<file path="src/rtl/seq_pkg.sv">
// Shared definitions for the instruction sequencer: FSM encoding and the
// lab-CPU opcode fields (instr[15:11]) that benches use to build programs.
package seq_pkg;

  typedef enum logic [2:0] {
    S_IDLE    = 3'd0,
    S_ISSUE   = 3'd1,
    S_KICK    = 3'd2,
    S_WAIT_LO = 3'd3,
    S_WAIT_HI = 3'd4
  } state_e;

  localparam logic [4:0] OP_MOV_IMM = 5'b11010;
  localparam logic [4:0] OP_MOV_SH  = 5'b11000;
  localparam logic [4:0] OP_ADD     = 5'b10100;
  localparam logic [4:0] OP_CMP     = 5'b10101;
  localparam logic [4:0] OP_AND     = 5'b10110;
  localparam logic [4:0] OP_MVN     = 5'b10111;

  // States in which the watchdog runs and the CPU owns the handshake.
  function automatic logic is_wait(input state_e s);
    return (s == S_WAIT_LO) || (s == S_WAIT_HI);
  endfunction

endpackage

</file>
<file path="src/rtl/prog_mem.sv">
// Program store: DEPTH x 16, synchronous write, asynchronous read, no reset
// so a loaded program survives a sequencer reset.
module prog_mem #(
  parameter int DEPTH = 16,
  parameter int AW    = 4
) (
  input  logic          clk,
  input  logic          we_i,
  input  logic [AW-1:0] waddr_i,
  input  logic [15:0]   wdata_i,
  input  logic [AW-1:0] raddr_i,
  output logic [15:0]   rdata_o
);

  logic [15:0] mem_q [DEPTH];

  always_ff @(posedge clk) begin
    if (we_i) mem_q[waddr_i] <= wdata_i;
  end

  assign rdata_o = mem_q[raddr_i];

endmodule

</file>
<file path="src/rtl/instr_sequencer.sv">
// Feeds a stored program into the lab CPU one instruction at a time over the
// in/load/s/w handshake, with a per-instruction watchdog on w.
module instr_sequencer
  import seq_pkg::*;
#(
  parameter int DEPTH   = 16,
  parameter int AW      = 4,
  parameter int TIMEOUT = 64
) (
  input  logic          clk,
  input  logic          reset,
  input  logic          wr_en,
  input  logic [AW-1:0] wr_addr,
  input  logic [15:0]   wr_data,
  input  logic [AW:0]   prog_len,
  input  logic          start,
  input  logic          cpu_w,
  output logic [15:0]   cpu_in,
  output logic          cpu_load,
  output logic          cpu_s,
  output logic          busy,
  output logic          done,
  output logic          err,
  output logic [AW-1:0] pc
);

  localparam int             CW      = $clog2(TIMEOUT + 1);
  localparam logic [AW:0]    DEPTH_W = (AW+1)'(DEPTH);
  localparam logic [CW-1:0]  WD_LAST = CW'(TIMEOUT - 1);

  state_e        state_q, state_d;
  logic [AW-1:0] pc_q, pc_d;
  logic [AW:0]   len_q, len_d;
  logic [CW-1:0] wd_q, wd_d;
  logic          busy_q, busy_d;
  logic          done_q, done_d;
  logic          err_q, err_d;
  logic [15:0]   cin_q, cin_d;

  logic          idle_free;
  logic          mem_we;
  logic [15:0]   mem_rdata;
  logic [AW:0]   len_clamp;
  logic          last_instr;
  logic          wd_hit;

  // busy_q with state IDLE only happens for the one cycle of a zero-length run.
  assign idle_free  = (state_q == S_IDLE) && !busy_q;
  assign mem_we     = wr_en && idle_free;
  assign len_clamp  = (prog_len > DEPTH_W) ? DEPTH_W : prog_len;
  assign last_instr = ({1'b0, pc_q} == (len_q - 1'b1));
  assign wd_hit     = is_wait(state_q) && (wd_q == WD_LAST);

  prog_mem #(.DEPTH(DEPTH), .AW(AW)) u_mem (
    .clk     (clk),
    .we_i    (mem_we),
    .waddr_i (wr_addr),
    .wdata_i (wr_data),
    .raddr_i (pc_q),
    .rdata_o (mem_rdata)
  );

  always_ff @(posedge clk) begin
    if (reset) begin
      state_q <= S_IDLE;
      pc_q    <= '0;
      len_q   <= '0;
      wd_q    <= '0;
      busy_q  <= 1'b0;
      done_q  <= 1'b0;
      err_q   <= 1'b0;
      cin_q   <= '0;
    end else begin
      state_q <= state_d;
      pc_q    <= pc_d;
      len_q   <= len_d;
      wd_q    <= wd_d;
      busy_q  <= busy_d;
      done_q  <= done_d;
      err_q   <= err_d;
      cin_q   <= cin_d;
    end
  end

  // A w edge arriving on the watchdog's last cycle still counts as progress.
  always_comb begin
    state_d = state_q;
    case (state_q)
      S_IDLE:    if (idle_free && start && (len_clamp != '0)) state_d = S_ISSUE;
      S_ISSUE:   state_d = S_KICK;
      S_KICK:    state_d = S_WAIT_LO;
      S_WAIT_LO: begin
        if (!cpu_w)      state_d = S_WAIT_HI;
        else if (wd_hit) state_d = S_IDLE;
      end
      S_WAIT_HI: begin
        if (cpu_w)       state_d = last_instr ? S_IDLE : S_ISSUE;
        else if (wd_hit) state_d = S_IDLE;
      end
      default:   state_d = S_IDLE;
    endcase
  end

  always_comb begin
    pc_d   = pc_q;
    len_d  = len_q;
    wd_d   = wd_q;
    busy_d = busy_q;
    done_d = done_q;
    err_d  = err_q;
    cin_d  = cin_q;
    case (state_q)
      S_IDLE: begin
        if (busy_q) begin
          busy_d = 1'b0;
          done_d = 1'b1;
        end else if (start) begin
          len_d  = len_clamp;
          pc_d   = '0;
          busy_d = 1'b1;
          done_d = 1'b0;
          err_d  = 1'b0;
        end
      end
      S_ISSUE: cin_d = mem_rdata;
      S_KICK:  wd_d  = '0;
      S_WAIT_LO: begin
        wd_d = wd_q + 1'b1;
        if (cpu_w && wd_hit) begin
          err_d  = 1'b1;
          done_d = 1'b1;
          busy_d = 1'b0;
        end
      end
      S_WAIT_HI: begin
        wd_d = wd_q + 1'b1;
        if (cpu_w) begin
          if (last_instr) begin
            done_d = 1'b1;
            busy_d = 1'b0;
          end else begin
            pc_d = pc_q + 1'b1;
          end
        end else if (wd_hit) begin
          err_d  = 1'b1;
          done_d = 1'b1;
          busy_d = 1'b0;
        end
      end
      default: ;
    endcase
  end

  // cpu_in shows the fetched word during ISSUE, then holds it while the CPU runs.
  always_comb begin
    cpu_load = 1'b0;
    cpu_s    = 1'b0;
    cpu_in   = cin_q;
    case (state_q)
      S_ISSUE: begin
        cpu_load = 1'b1;
        cpu_in   = mem_rdata;
      end
      S_KICK:  cpu_s = 1'b1;
      default: ;
    endcase
  end

  assign busy = busy_q;
  assign done = done_q;
  assign err  = err_q;
  assign pc   = pc_q;

endmodule

</file>
<file path="config.mk">
export PLATFORM = sky130hd
export DESIGN_NAME = instr_sequencer
export DESIGN_NICKNAME = d
export VERILOG_FILES = /design/src/rtl/seq_pkg.sv /design/src/rtl/prog_mem.sv /design/src/rtl/instr_sequencer.sv
export SDC_FILE = /design/constraint.sdc
export NUM_CORES = 1
export LEC_CHECK = 0
export ABC_AREA = 1
export CAP_MARGIN = 30
export CELL_PAD_IN_SITES_DETAIL_PLACEMENT = 1
export CELL_PAD_IN_SITES_GLOBAL_PLACEMENT = 1
export CORE_ASPECT_RATIO = 0.75
export CORE_UTILIZATION = 54
export CTS_BUF_LIST = sky130_fd_sc_hd__clkbuf_4
export DETAILED_ROUTE_END_ITERATION = 16
export PLACE_DENSITY = 0.95
export SLEW_MARGIN = 5
export SYNTH_ARGS = -nofsm -noshare
export SYNTH_HDL_FRONTEND = slang
export SYNTH_SLANG_ARGS = --single-unit
</file>
<file path="constraint.sdc">
create_clock -name clk -period 6.85 [get_ports clk]
set_clock_uncertainty 0.05 [all_clocks]
set_input_delay 0.685 -clock clk [delete_from_list [all_inputs] [get_ports clk]]
set_output_delay 0.685 -clock clk [all_outputs]
set_load 0.03 [all_outputs]
</file>
==> impl_metrics.yaml, run 1 <==
cells_and_area:
  fillCellCount: 2321
  synthToLayoutAreaGrowth_pct: 15.3
  layout_commonest_cell: "nand2_1"
  mostFrequentLayoutCells: "349 x nand2_1, 256 x edfxtp_1, 206 x nand3_1"
  post-route-util: 0.635
  seq_area_um2: 8530
  nNetsFinal: 1243
  final_cells: 1563
  drive_gt1_frac: 0.136
  multi_input_area_um2: 3170
  final_area_um2: 14000
clock_tree:
  ctsLongestPathBuffers: 3
  cts.clk_slew.worst_paths_ns: 0.07
  cts-resized-gates: 0
  post_cts_buffers: 0
  cts-root-buf: "clkbuf_4"
  numCtsBuffers: 74
  holdBufCountCts: 0
  clock_sinks: 298
  clk_latency_ns: 0.71
  cts-htree-levels: 3
  cts_tree: "yes"
setup_path:
  crit_type: "register to primary output"
  required_ns: 6.11
  crit_cells: 9
  worstPathCellList: "clkinv_2 > buf_4 > nand2_1 > nand3_1 > nand3_1 > a21oi_1 > o21ai_1 > nand2_1 > clkdlybuf4s50_1"
  ff2ff_path_depth: 8
  slowest_delay_ns: 0.89
  crit_path_top_delay_cell: "clkinv_2"
  end_kind: "primary output"
  cp_max_fo: 62
  cp.arrival_ns: 4.61
  cp-start-kind: "register"
  crit_family: "buffers and inverters"
  path_buf_inv: 3
power_and_ir_drop:
  p_leak_nw: 5.19
  p_switching_mw: 1.13
  total_power_mw: 4.14
  p_seq_frac: 0.496
  p_sw_frac: 0.272
  p_comb_frac: 0.104
  pwr_density_cell_nw_per_um2: 295
  p_clk_frac: 0.399
  peakVddDrop_mv: 0.278
  internal_power_mw: 3.01
drt:
  antenna_left: 0
  drc: 0
  first_pass_iters: 6
  drtIter0Drc: 1268
  routed_wl_mm: 44.6
  via_per_inst: 6.44
  wl_per_cell_um: 28.6
  num_vias: 10068
logic_synthesis:
  synthMuxAreaShare: 0
  synth_seq_cells: 298
  synthSimpleGateAreaFrac: 0.213
  yosysSeqAreaShare: 0.700
  syn-cell-area_um2: 12200
  ys_types: 29
  synth_nets: 1142
  synthXorXnorAreaFrac: 0.00144
  synthAdderAreaFrac: 0.00308
  synth.avg_cell_area_um2: 11.0
  syn_inst: 1109
  synth_compound_area_frac: 0.0395
  synth_top_family_by_area: "simple AND/OR/NAND/NOR gates"
  yosysWarnings: 0
sta:
  fin_ws_ns: 1.51
  fin_crit_sh: 0.780
  finalCriticalPeriod_ns: 5.34
  tns_ns: 0
  hold_viol: 0
  tightest_slew_ns: 0.956
  max_freq_mhz: 187
  finalSetupViolations: 0
  relSlewSlack: 0.363
  rsz0062_at_grt: "no"
  hold_ws_ns: 0.461
  final_max_slew_viol_count: 0
outcome:
  status: "finished, final reports clean"
floorplanning:
  start_util: 0.551
  fp.coreArea_um2: 22100
  die-area_um2: 23200
  fp.dieW_um: 175
  die_h_um: 132
  std_cell_rows: 47
  num_io_pins: 55
flow_run:
  drv_cap: 0
place:
  placed_area_um2: 13000
  place_worst_setup_slack_ns: 2.49
  place.gp.congestion: 0.848
  io_buffers: 54
  place_inst: 1427
  dpl.hpwl_mm: 23.8
grt:
  grt_max_degree: 85
  antenna_found_initial: 3
  grt_pass1_wl_mm: 65.5
  grt_pass1_vias: 10670
  grt_overflow: 0
  grt_util_all_layers: 0.392
min_path:
  min_from: "cin_q[14]"
  worstHoldPathCells: 2
  hold_class: "register to register"
-- Yosys cell counts, drive strengths merged --
master     n  share of area
nand2    350           0.11
nor3       6         0.0034
clkbuf    17         0.0052
ha         3         0.0031
xor2       2         0.0014
a21oi     58          0.024
nor2      36          0.012
nand4      9         0.0046
dfxtp     42          0.069
inv       50          0.015
o2111ai    1        0.00072
a221oi     3         0.0022
clkinv     1        0.00041
o21ai     23         0.0094
buf       40          0.022
a32oi      1        0.00072
o32ai      2         0.0014
a211oi     2         0.0012
edfxtp   256           0.63
nand3    206          0.085
or2        1        0.00051
-- cell type report --
class,instances,share of cell area
diodes,2,0.000356
clock buffers,113,0.0604
repair buffers,82,0.0549
well taps,294,0.0262
inverters,51,0.0137
multi-input cells,703,0.226
flip-flops and latches,298,0.608
clock inverters,20,0.0110
-- logic make-up (layout without fill, tap and decap cells) --
group / after synthesis / in the layout
AND/OR/NAND/NOR: 608 / 608
flip-flops: 298 / 298
buffers and inverters: 108 / 266
AO/OA/AOI/OAI: 90 / 90
adder cells (fa/ha/maj): 3 / 3
XOR/XNOR: 2 / 2
other: 0 / 2
-- worst reg2reg max path, delay by kind of cell, from the launching register on --
family | cells | cell delay [ns]
buffers and inverters | 2 | 1.56
flip-flops | 1 | 0.72
AO/OA/AOI/OAI | 3 | 0.68
AND/OR/NAND/NOR | 3 | 0.45
-- worst paths after layout --
check | end | slack [ns]
setup / recovery | cpu_in[15] | 1.51
hold / removal | cin_q[14] | 0.46
setup reg to reg | cin_q[15] | 3.25
hold reg to reg | cin_q[14] | 0.46
-- layer usage --
metal,vias to the layer above,wire [um],track usage,part of all wire
li1,4116,-,-,-
met1,4884,15600,0.467,0.35
met2,801,21100,0.626,0.47
met3,267,4630,0.104,0.10
met4,0,3260,0.272,0.073
met5,-,0,0,0
-- power by group through the flow --
stage               registers, mW  logic (mW)  clock network, mW
finish                       2.05       0.432               1.65
global route                 2.05       0.444               1.74
CTS                          2.05       0.417               1.66
detailed placement           2.08       0.401                  0
global placement             2.08       0.374                  0
floorplan                    2.09       0.200                  0
-- registers in the layout, indices dropped and copies added, names as in the netlist, named ones only --
register and cells:
busy 1, len_q 5, err 1, cin_q 16, u_mem.mem_q 256, state_q 3, wd_q 7, done 1
pc 4
(Power assumes the default switching activity.)
==> inputs of run 2 (changes only) <==
--- a/config.mk
+++ b/config.mk
@@ -10,10 +10,10 @@
 export CELL_PAD_IN_SITES_DETAIL_PLACEMENT = 1
 export CELL_PAD_IN_SITES_GLOBAL_PLACEMENT = 1
 export CORE_ASPECT_RATIO = 0.75
-export CORE_UTILIZATION = 54
+export CORE_UTILIZATION = 45
 export CTS_BUF_LIST = sky130_fd_sc_hd__clkbuf_4
 export DETAILED_ROUTE_END_ITERATION = 16
-export PLACE_DENSITY = 0.95
+export PLACE_DENSITY = 0.85
 export SLEW_MARGIN = 5
 export SYNTH_ARGS = -nofsm -noshare
 export SYNTH_HDL_FRONTEND = slang
==> constraint.sdc (replaced) <==
create_clock -name clk -period 4.5 [get_ports clk]
set_clock_uncertainty 0.05 [all_clocks]
set_input_delay 0.45 -clock clk [delete_from_list [all_inputs] [get_ports clk]]
set_output_delay 0.45 -clock clk [all_outputs]
set_load 0.03 [all_outputs]
==> impl_metrics.yaml, run 2 (synthesis results as in run 1) <==
setup_path:
  required_ns: 4.00
  cp.arrival_ns: 3.39
  reg2reg_slack_ns: 1.51
  crit_type: "register to primary output"
  ff2ff_path_depth: 8
  cp_max_fo: 70
  end_kind: "primary output"
  cp-start-kind: "register"
  regToRegEndpoint: "u_mem.mem_q[10][1]"
  timing.rr.start: "state_q[1]"
sta:
  finalSetupViolations: 0
  final_max_slew_viol_count: 0
  finalCriticalPeriod_ns: 3.89
  hold_viol: 0
  tightest_slew_ns: 0.943
  relSlewSlack: 0.371
  fin_crit_sh: 0.865
  max_freq_mhz: 257
  rsz0062_at_grt: "no"
  hold_ws_ns: 0.287
  fin_ws_ns: 0.609
  tns_ns: 0
place:
  placed_area_um2: 13100
  dpl.hpwl_mm: 23.3
  place_worst_setup_slack_ns: 1.34
  place.gp.congestion: 0.827
  io_buffers: 54
grt:
  grt_max_degree: 130
  grt_overflow: 0
  antenna_found_initial: 5
  grt_pass1_vias: 9717
  grt_pass1_wl_mm: 57.3
  grt_util_all_layers: 0.284
drt:
  wl_per_cell_um: 23.9
  first_pass_iters: 5
  via_per_inst: 5.81
  num_vias: 9345
  routed_wl_mm: 38.5
  routed.top_layer: "met5"
  drc: 0
  wl_met1_mm: 15.4
  drtIter0Drc: 803
  antenna_left: 0
  wl_met2_mm: 18.3
  met3WireLength_mm: 3.25
cells_and_area:
  multi_input_area_um2: 3170
  nNetsFinal: 1241
  layout_commonest_cell: "nand2_1"
  synthToLayoutAreaGrowth_pct: 15.3
  top_regs: "u_mem.mem_q (256), cin_q (16), wd_q (7)"
  regMostFlops: "u_mem.mem_q"
  fillCellCount: 2873
  final_area_um2: 14000
  seq_area_um2: 8530
  drive_gt1_frac: 0.132
  largest_reg_flops: 256
  mostFrequentLayoutCells: "349 x nand2_1, 256 x edfxtp_1, 206 x nand3_1"
floorplanning:
  die-area_um2: 27700
  fp.dieW_um: 192
  start_util: 0.463
  std_cell_rows: 51
  fp.coreArea_um2: 26300
  die_h_um: 144
  num_io_pins: 55
min_path:
  hold_class: "input pin to register"
  min_from: "cpu_w"
  worstHoldPathCells: 2
  min_delay_worst_endpoint: "state_q[2]"
power_and_ir_drop:
  total_power_mw: 5.98
  p_leak_nw: 5.15
  pwr_density_cell_nw_per_um2: 426
  peakVddDrop_mv: 0.349
clock_tree:
  numCtsBuffers: 71
  clock_sinks: 298
  cts-resized-gates: 0
  clk_latency_ns: 0.72
  cts-htree-levels: 3
  cts.clk_slew.worst_paths_ns: 0.07
  cts_tree: "yes"
  ctsLongestPathBuffers: 3
  cts-root-buf: "clkbuf_4"
  post_cts_buffers: 0
  holdBufCountCts: 0
outcome:
  status: "finished, final reports clean"
flow_run:
  drv_cap: 0
-- run 2: changes by cell type in the layout (fill, tap and decap cells not counted), moves of 2 or more --
cell	previous run	this run
bufinv_16	3	1
diode_2	2	4
buf_12	0	3
buf_4	27	24
buf_8	0	2
clkbuf_4	113	109
-- run 2: power breakdown --
part           leakage [nW]  internal [mW]  switching, mW
registers              2.65           3.07         0.0356
logic                  1.96          0.192          0.434
clock network         0.545           1.16           1.09
total                  5.15           4.42           1.56
-- run 2: per-layer routing --
layer,vias to the layer above,GRT usage
met1,4650,0.357
met4,2,0.141
met2,457,0.452
met5,-,0
li1,4110,-
met3,126,0.0820
-- run 2: critical path, cell delays in order (launching register included) --
cell	delay, ns
dfxtp_2	0.35
buf_4	0.69
nand3_1	0.19
nand3_1	0.13
a21oi_1	0.08
o21ai_1	0.36
nand2_1	0.14
clkdlybuf4s50_1	0.68
-- run 2: stage by stage --
| step | std cells | utilization |
|---|---|---|
| after floorplan | 1109 | - |
| after global placement | 1476 | 0.498 |
| after detailed placement | 1479 | 0.500 |
| after CTS | 1604 | 0.534 |
| after global routing | 1605 | 0.534 |
| final | 1608 | 0.534 |
-- run 2: how the worst max path moves through the flow --
stage,slack (ns),to,depth (start not counted),start
5_1_grt,0.49,cpu_in[6],10,register
2_1_floorplan,2.33,u_mem.mem_q[0][0],7,state_q[1]
6_report,0.61,cpu_in[11],7,register
4_1_cts,0.62,cpu_in[6],10,register
3_5_place_dp,1.34,cpu_in[6],10,register
3_3_place_gp,1.32,cpu_in[8],7,register
-- run 2: layout make-up --
cell class	count	area share
flip-flops and latches	298	0.607
well taps	344	0.0306
repair buffers	83	0.0577
clock buffers	109	0.0582
multi-input cells	703	0.225
clock inverters	16	0.00614
inverters	51	0.0137
diodes	4	0.000712
